===== src/rtl/seq_detect_pkg.sv =====
// Shared definitions for the serial-pattern detector: run-state encoding and
// the configuration loaded by reset.
package seq_detect_pkg;

    typedef enum logic [1:0] {
        ST_IDLE = 2'b00,
        ST_RUN  = 2'b01,
        ST_DONE = 2'b10
    } state_t;

    // Reset-default pattern 0011, length 4; sized at the point of use.
    localparam int unsigned DEF_PAT = 32'd3;
    localparam int unsigned DEF_LEN = 32'd4;

endpackage


===== src/rtl/seq_match_core.sv =====
// Serial history, fill tracking and length-masked pattern compare.
// hit is combinational: it flags that the sample being shifted in this cycle
// completes a match against the low len bits of pat.
module seq_match_core #(
    parameter int MAXLEN = 8,
    parameter int LENW   = $clog2(MAXLEN) + 1
) (
    input  logic              clk,
    input  logic              rst,
    input  logic              clr,
    input  logic              shift_en,
    input  logic              x,
    input  logic [LENW-1:0]   len,
    input  logic [MAXLEN-1:0] pat,
    input  logic              ovl,
    output logic              hit
);

    logic [MAXLEN-1:0] history_q, history_d;
    logic [LENW-1:0]   fill_q, fill_d;
    logic [MAXLEN-1:0] hist_next_s;
    logic [LENW-1:0]   fill_inc_s;
    logic [MAXLEN-1:0] mask_s;
    logic              hit_s;

    // Post-sample history/fill and the match decision for the current sample.
    always_comb begin
        hist_next_s = (history_q << 1) | {{(MAXLEN-1){1'b0}}, x};
        if (fill_q == LENW'(MAXLEN)) begin
            fill_inc_s = fill_q;
        end else begin
            fill_inc_s = fill_q + LENW'(1);
        end
        for (int i = 0; i < MAXLEN; i++) begin
            mask_s[i] = (i < int'(len));
        end
        hit_s = shift_en && (fill_inc_s >= len) &&
                ((hist_next_s & mask_s) == (pat & mask_s));
    end

    // Next history/fill: clear on run start, shift on qualified samples,
    // and drop the fill after a match when overlap is disabled.
    always_comb begin
        history_d = history_q;
        fill_d    = fill_q;
        if (clr) begin
            history_d = '0;
            fill_d    = '0;
        end else if (shift_en) begin
            history_d = hist_next_s;
            if (hit_s && !ovl) begin
                fill_d = '0;
            end else begin
                fill_d = fill_inc_s;
            end
        end else begin
            history_d = history_q;
            fill_d    = fill_q;
        end
    end

    // History and fill registers.
    always_ff @(posedge clk) begin
        if (rst) begin
            history_q <= '0;
            fill_q    <= '0;
        end else begin
            history_q <= history_d;
            fill_q    <= fill_d;
        end
    end

    assign hit = hit_s;

endmodule


===== src/rtl/seq_detect_ctrl.sv =====
// Run controller for the programmable serial-pattern detector: config
// registers, IDLE/RUN/DONE sequencing, match counter and config-error pulse.
module seq_detect_ctrl
    import seq_detect_pkg::*;
#(
    parameter int MAXLEN = 8,
    parameter int CNTW   = 8
) (
    input  logic                  clk,
    input  logic                  rst,
    input  logic                  cfg_we,
    input  logic [MAXLEN-1:0]     cfg_pat,
    input  logic [$clog2(MAXLEN):0] cfg_len,
    input  logic                  cfg_ovl,
    input  logic [CNTW-1:0]       cfg_target,
    input  logic                  start,
    input  logic                  stop,
    input  logic                  x,
    input  logic                  x_valid,
    output logic                  match,
    output logic [CNTW-1:0]       match_cnt,
    output logic                  busy,
    output logic                  done,
    output logic                  cfg_err
);

    localparam int LENW = $clog2(MAXLEN) + 1;

    state_t            state_q, state_d;
    logic [MAXLEN-1:0] pat_q, pat_d;
    logic [LENW-1:0]   len_q, len_d;
    logic              ovl_q, ovl_d;
    logic [CNTW-1:0]   tgt_q, tgt_d;
    logic [CNTW-1:0]   cnt_q, cnt_d;
    logic              match_q, match_d;
    logic              cfg_err_q, cfg_err_d;

    logic cfg_ok_s;
    logic start_ok_s;
    logic shift_en_s;
    logic hit_s;

    // Counter increment that sticks at all-ones.
    function automatic logic [CNTW-1:0] sat_inc(input logic [CNTW-1:0] v);
        if (&v) begin
            sat_inc = v;
        end else begin
            sat_inc = v + CNTW'(1);
        end
    endfunction

    // Qualifiers: config accepted outside RUN with a legal length; start
    // only outside RUN and only if stop is low; sampling only while running.
    always_comb begin
        cfg_ok_s   = cfg_we && (state_q != ST_RUN) &&
                     (cfg_len != '0) && (cfg_len <= LENW'(MAXLEN));
        start_ok_s = start && !stop && (state_q != ST_RUN);
        shift_en_s = (state_q == ST_RUN) && !stop && x_valid;
    end

    seq_match_core #(
        .MAXLEN (MAXLEN),
        .LENW   (LENW)
    ) u_core (
        .clk      (clk),
        .rst      (rst),
        .clr      (start_ok_s),
        .shift_en (shift_en_s),
        .x        (x),
        .len      (len_q),
        .pat      (pat_q),
        .ovl      (ovl_q),
        .hit      (hit_s)
    );

    // Next state, counter, match pulse, config load and error pulse.
    always_comb begin
        state_d   = state_q;
        cnt_d     = cnt_q;
        match_d   = 1'b0;
        cfg_err_d = cfg_we && !cfg_ok_s;
        pat_d     = pat_q;
        len_d     = len_q;
        ovl_d     = ovl_q;
        tgt_d     = tgt_q;

        case (state_q)
            ST_IDLE: begin
                if (start_ok_s) begin
                    state_d = ST_RUN;
                    cnt_d   = '0;
                end else begin
                    state_d = ST_IDLE;
                end
            end
            ST_DONE: begin
                if (start_ok_s) begin
                    state_d = ST_RUN;
                    cnt_d   = '0;
                end else if (cfg_ok_s) begin
                    state_d = ST_IDLE;
                end else begin
                    state_d = ST_DONE;
                end
            end
            ST_RUN: begin
                if (stop) begin
                    state_d = ST_IDLE;
                end else if (hit_s) begin
                    match_d = 1'b1;
                    cnt_d   = sat_inc(cnt_q);
                    if ((tgt_q != '0) && (cnt_d == tgt_q)) begin
                        state_d = ST_DONE;
                    end else begin
                        state_d = ST_RUN;
                    end
                end else begin
                    state_d = ST_RUN;
                end
            end
            default: begin
                state_d = ST_IDLE;
            end
        endcase

        if (cfg_ok_s) begin
            pat_d = cfg_pat;
            len_d = cfg_len;
            ovl_d = cfg_ovl;
            tgt_d = cfg_target;
        end else begin
            pat_d = pat_q;
            len_d = len_q;
            ovl_d = ovl_q;
            tgt_d = tgt_q;
        end
    end

    // Controller registers; reset restores the default configuration.
    always_ff @(posedge clk) begin
        if (rst) begin
            state_q   <= ST_IDLE;
            pat_q     <= MAXLEN'(DEF_PAT);
            len_q     <= LENW'(DEF_LEN);
            ovl_q     <= 1'b1;
            tgt_q     <= '0;
            cnt_q     <= '0;
            match_q   <= 1'b0;
            cfg_err_q <= 1'b0;
        end else begin
            state_q   <= state_d;
            pat_q     <= pat_d;
            len_q     <= len_d;
            ovl_q     <= ovl_d;
            tgt_q     <= tgt_d;
            cnt_q     <= cnt_d;
            match_q   <= match_d;
            cfg_err_q <= cfg_err_d;
        end
    end

    assign match     = match_q;
    assign match_cnt = cnt_q;
    assign busy      = (state_q == ST_RUN);
    assign done      = (state_q == ST_DONE);
    assign cfg_err   = cfg_err_q;

endmodule

===== config.mk =====
export PLATFORM = sky130hd
export DESIGN_NAME = seq_detect_ctrl
export DESIGN_NICKNAME = d
export VERILOG_FILES = /design/src/rtl/seq_detect_pkg.sv /design/src/rtl/seq_match_core.sv /design/src/rtl/seq_detect_ctrl.sv
export SDC_FILE = /design/constraint.sdc
export NUM_CORES = 1
export LEC_CHECK = 0
export BUFFER_PORTS_ARGS = -buffer_cell sky130_fd_sc_hd__buf_4
export CORE_MARGIN = 3
export CORE_UTILIZATION = 50
export CTS_CLUSTER_DIAMETER = 150
export DETAILED_ROUTE_END_ITERATION = 8
export GPL_ROUTABILITY_DRIVEN = 0
export PLACE_DENSITY = 0.76
export SLEW_MARGIN = 20
export SYNTH_ARGS = -nofsm -noshare
export SYNTH_HDL_FRONTEND = slang
export SYNTH_HIERARCHICAL = 1
export SYNTH_SLANG_ARGS = --single-unit

===== constraint.sdc =====
create_clock -name clk -period 2.65 [get_ports clk]
set_input_delay 0.53 -clock clk [delete_from_list [all_inputs] [get_ports clk]]
set_output_delay 0.53 -clock clk [all_outputs]
set_load 0.005 [all_outputs]

# [After elaboration in Yosys (flattened, before gate mapping)]
# Index checks and enable logic that the tools add are counted.
[op_classes] n_reduce_logical=24 eq_ne=9 n_bitwise=4 n_lt_le_gt_ge=10 muxes=18 add_sub_neg=2
[ops] operator="8-bit two-way mux" n=7
[ops] operator="8-bit bitwise AND" n=2
[ops] operator="8-bit equality test" n=2
[ops] operator="3-bit by 4-bit < comparator with 1-bit output (first input constant)" n=4
[ops] operator="8-bit case mux with 2 select lines" n=1
[ops] operator="1-bit logical AND" n=12
[ops] operator="2-bit two-way mux" n=5
[ops] operator="8-bit by 1-bit adder with 8-bit output (second input constant)" n=1
[ops] operator="1-bit by 4-bit < comparator with 1-bit output (first input constant)" n=2
[ops] operator="2-bit by 4-bit < comparator with 1-bit output (first input constant)" n=2
[ops] operator="4-bit two-way mux" n=2
[ops] operator="8-bit by 1-bit bitwise OR with 8-bit output" n=1
[ops] operator="8-bit AND reduction" n=1
[ops] operator="8-bit nonzero test" n=1
[ops] operator="2-bit by 1-bit != test with 1-bit output (second input constant)" n=3
[ops] operator="2-bit case mux with 3 select lines" n=1
[ops] operator="4-bit by 1-bit adder with 4-bit output (second input constant)" n=1
[ops] operator="4-bit equality test (second input constant)" n=1
[ops] operator="4-bit >= comparator" n=1
[ops] operator="4-bit <= comparator (second input constant)" n=1
[ops] operator="4-bit AND reduction" n=1
[ops] operator="4-bit nonzero test" n=1
[ops] operator="2-bit OR reduction" n=2
[ops] operator="1-bit zero test" n=3
[ops] operator="other kinds (8)" n=9
[totals] output_inout_bits=12 elab_cells=77 reg_bits=44 in_bits=28

# [Longest topological paths before layout]
[depth] word_depth=14 ltp_mapped=15 ltp_nobuf=15

# [Modules after synthesis]
# Netlist, hierarchy kept.
[by_module_without_submodules] module="seq_detect_ctrl" area_per_inst_um2=1615.3 cells_per_inst=214 instances=1 seq_area_each_um2=660.6
[by_module_without_submodules] module="seq_match_core" area_per_inst_um2=732.0 cells_per_inst=88 instances=1 seq_area_each_um2=220.2

# [Worst setup path before layout]
# OpenSTA, ideal clock, no wires.
[synth_timing] kind="reg2reg" start="register u_core.fill_q[0]" end="register cnt_q[6], in the netlist match_cnt[6]" arrival_ns=2.547 slack_ns=0.033 required_time_ns=2.580 period_less_slack_ns=2.617 path_buffers=0 setup_time_ns=0.070 stages_incl_launch_ff=15 cell_sequence="dfxtp_1 -> inv_1 -> ha_1 -> nand2_1 -> nor2_1 -> xnor2_1 -> ha_1 -> o21ai_0 -> a221o_1 -> nor3_1 -> nand2_1 -> or2_2 -> clkinv_1 -> o21ai_0 -> a21oi_1"
[synth_via] elab_chain_cells=7 elab_cells_between_ends=8 cone_classes="1 x add/sub; 1 x order compare; 2 x eq/ne; 1 x mux; 3 x reduce/logical"
[synth_rtl] item="from (decl)" line="seq_match_core.sv:20" text="logic [LENW-1:0] fill_q, fill_d;"
[synth_rtl] item="from (signal assigned)" line="seq_match_core.sv:69" text="fill_q <= fill_d;"
[synth_rtl] item="4-bit by 1-bit adder with 4-bit output / 4-bit equality test (equally long branches)" line="seq_match_core.sv:32, seq_match_core.sv:29"
[synth_rtl] item="4-bit two-way mux *" line="seq_match_core.sv:29" text="if (fill_q == LENW'(MAXLEN)) begin"
[synth_rtl] item="4-bit >= comparator *" line="seq_match_core.sv:37" text="hit_s = shift_en && (fill_inc_s >= len) &&"
[synth_rtl] item="1-bit logical AND * (2 in series)" line="seq_match_core.sv:37"
[synth_rtl] item="via hit_s" line="seq_detect_ctrl.sv:41" text="logic hit_s;"
[synth_rtl] item="2-bit by 1-bit != test with 1-bit output (no source line) *"
[synth_rtl] item="4-bit AND reduction (no source line) *"
[synth_rtl] item="to (signal assigned)" line="seq_detect_ctrl.sv:156" text="cnt_q <= cnt_d;"
[synth_rtl] item="to (decl)" line="seq_detect_ctrl.sv:34" text="logic [CNTW-1:0] cnt_q, cnt_d;"
# Mark *: on every way through the listed nets, which the timed path passes. The rest lies on a longest branch.
# A chain may end at the register's enable or synchronous reset.

# [Worst setup path after layout]
[layout_timing] start="register u_core.fill_q[0]" end="register cnt_q[5], in the netlist match_cnt[5]"
# Same word-level chain as after synthesis.

==> impl_results.md <==
- Status: completed
- Fin cells: 401
- R2R Setup Slk: 80 ps
- Net count of the mapped netlist: 337
- Post-DRT Antenna Nets: 0
- Post-route cell area: ~2900 um2
- Hold Vio Cnt, Final: 0
- Clock sink total: 44
- VDD IR max: 0.3059 mV
- DRC Markers: 0
- Final period utilization: 97.17%
- Fraction of layout cells with a size suffix above 1: 22.06%
- CP Class: register to register
- Die X: 74.52 um
- Post-synthesis sequential area ratio: 37.53%
- Final net count: roughly 380
- Initial antenna violation count: 0
- Final min period: 2575 ps
- Primary FF master, synth: dfxtp_1
- I/O Buffers: 39
- Pin count of the biggest net entering global routing: 32
- Clock skew: around 7.0 ps
- Vias: roughly 2,300
- Arrival time at the worst endpoint: between 2000 and 3000 ps
- Share of flip-flops with an asynchronous set or reset: 0%
- Worst setup EP type: register
- Clk_lat worst skew: 290 ps
- Initial DRC Count: 217
- Static leakage: 0.001166 uW
- First drt pass iteration count: 5
- Tot Pwr: 1303 uW
- Maximum fanout along the worst path: 5
- Full die area: between 5000 and 6000 um2
- Number of flops mapped to enable cells by yosys: 0
- Total GRT Usage: between 20% and 30%
- Ports: 40
- Crit. Startpoint: u_core/fill_q[0]
- Max-Slew Margin vs Limit: between 60% and 70%
- Synth cell types: 49
- Worst R2R Start: u_core/fill_q[0]
- Synth Instances: around 300
- Final Util: 64.95%
- Dpl cells: 392
- Initial Util: 52.82%
- Yosys warnings: 6
- Placed cell areas: 2744 um2
- Detailed Route WL: 5676 um
- Post-DP HPWL: 4042 um
- Max Root-Sink Buffers: 2
- Final Max Tran Viols: 0
- Setup Fix Bufs, Post-CTS: 0
- Clk slew on worst S/H paths: about 90 ps
- Hold_buf cts: 0
- Setup Viol. Count Final: 0
- GRT Residual Overflow: 0
- Root Driver: clkbuf_8
- # rows: 24
- Max H-tree Level: 2
- Syn Std Cell Area: 2347 um2
- Die Y: around 75 um
- Core area: about 4400 um2
- First-pass GRT wire length: 9032 um
- Crit start category: register
- Number of synthesized register bits: 44
- Max-Cap Viols: 0
- Fmax: 388.4 MHz
- Worst EP required: between 2000 and 3000 ps
- Tightest Pin Transition: 454.4 ps
- PwrDens: 451.4 nW/um2
- CTS tree: built
- Avg Inst Size Synth: 7.772 um2
- Post-DR vias/cell: 5.783
- Hold Crit Class: input pin to register
- Inserted Clock Buffers: 5
- N_diodes: 0
- Area growth from synthesis to layout: 22.97%
- Routed wire per std cell: roughly 14 um
- Min-Delay Startpoint: cfg_pat[0]
- Vias in the first global route: 2,050
==> cell usage after synthesis, types with 3 or more instances <==
cell type | count | area (um2)
dfxtp_1 | 44 | 880.8
o21ai_0 | 11 | 55.05
a21oi_1 | 30 | 150.1
nand2b_1 | 4 | 25.02
a31oi_1 | 7 | 43.79
mux2i_1 | 9 | 90.09
ha_1 | 7 | 87.58
o21ai_1 | 3 | 15.01
inv_1 | 8 | 30.03
nand4_1 | 3 | 18.77
xnor2_1 | 8 | 70.07
nor3_1 | 7 | 35.03
and2_1 | 3 | 18.77
nand3_1 | 8 | 40.04
and3_1 | 3 | 18.77
or4_1 | 3 | 22.52
o22ai_1 | 3 | 18.77
xor2_1 | 10 | 87.58
nand2_1 | 59 | 221.5
nor2_1 | 24 | 90.09
clkbuf_1 | 10 | 37.54
nand3b_1 | 4 | 30.03
==> metal layers <==
metal / vias to the layer above / share of wire [%] / routed length, um / global-route usage [%]
met5: - / 0 / 0 / 0
met4: 0 / 0.97 / 55 / 6.522
met3: 8 / 6.4 / 366 / 4.459
met2: 84 / 47 / 2664 / 33.46
met1: 1087 / 46 / 2588 / 27.72
li1: 1140 / - / - / -
==> final timing paths <==
check	endpoint	cells past startpoint
max	match_cnt[5]	13
min	pat_q[0]	3
max reg2reg	match_cnt[5]	13
min reg2reg	pat_q[4]	2
==> registers in the layout, summed over array words and instances, names as in the netlist <==
signal,flops
u_core/fill_q,4
len_q,4
match,1
state_q,2
u_core/history_q,7
match_cnt,8
pat_q,8
cfg_err,1
tgt_q,8
ovl_q,1
==> layout by cell type (no fill, tap or decap), drive strengths merged, types with 4 or more instances in the layout <==
cell type	count
nor2	24
clkbuf	7
nand3b	4
nor3	7
nand2	59
and3	4
inv	8
nand2b	4
dfxtp	44
ha	7
xor2	10
a31oi	7
buf	53
xnor2	8
o21ai	14
mux2i	9
a21oi	30
nand3	9
==> repair_timing <==
| item | CTS | global route |
|---|---|---|
| endpoints found under the setup margin | 1 | 8 |
| gates cloned | 0 | 1 |
| endpoints found under the hold margin | 0 | 0 |
| pin swaps | 0 | 10 |
| resized for setup | 1 | 16 |
==> metrics by stage <==
stage,setup WS [ps],TNS (ps),hold slack [ps]
floorplan,33.46,0,447.8
global placement,106.6,0,456.7
detailed placement,-14.08,-14.08,470.2
CTS,53.81,0,437.1
global route,-102.3,-431.5,444.1
finish,75.06,0,444.2
==> area by class of cell <==
type | instances | area, um2
fillers | 409 | 1558
repair buffers | 53 | 405.4
multi-input cells | 233 | 1393
clock inverters | 1 | 7.507
clock buffers | 7 | 86.33
repair inverters | 1 | 5.005
flip-flops and latches | 44 | 883.3
well taps | 52 | 65.06
inverters | 10 | 41.29
==> report_power, final <==
group | switching, uW | leakage (uW) | internal (uW)
Clock | 228 | 0.0000445 | 212
Sequential | 20.6 | 0.000359 | 682
Combinational | 83.8 | 0.000763 | 76.6
==> cells by family (layout without fill, tap and decap cells) <==
family,count (synthesis),count (layout),share of synthesized area [%]
mux,10,10,4.318
xor+xnor,18,18,6.716
compound gates,69,69,17.54
simple gates,129,129,25.75
flops,44,44,37.53
fa+ha+maj,7,7,3.731
buf+inv,25,72,4.424
==> worst max-delay path, cell delays in order, from the launching register on <==
cell and delay, ps:
dfxtp_2 330, inv_1 60, ha_2 190, nand2_2 90, nand2_1 50, mux2i_1 180, ha_1 220, o21ai_0 100
a221o_1 330, nor3_2 220, nand2_1 120, buf_6 140, a41o_1 220, a311oi_2 250
Power figures use the tool's default switching activity.
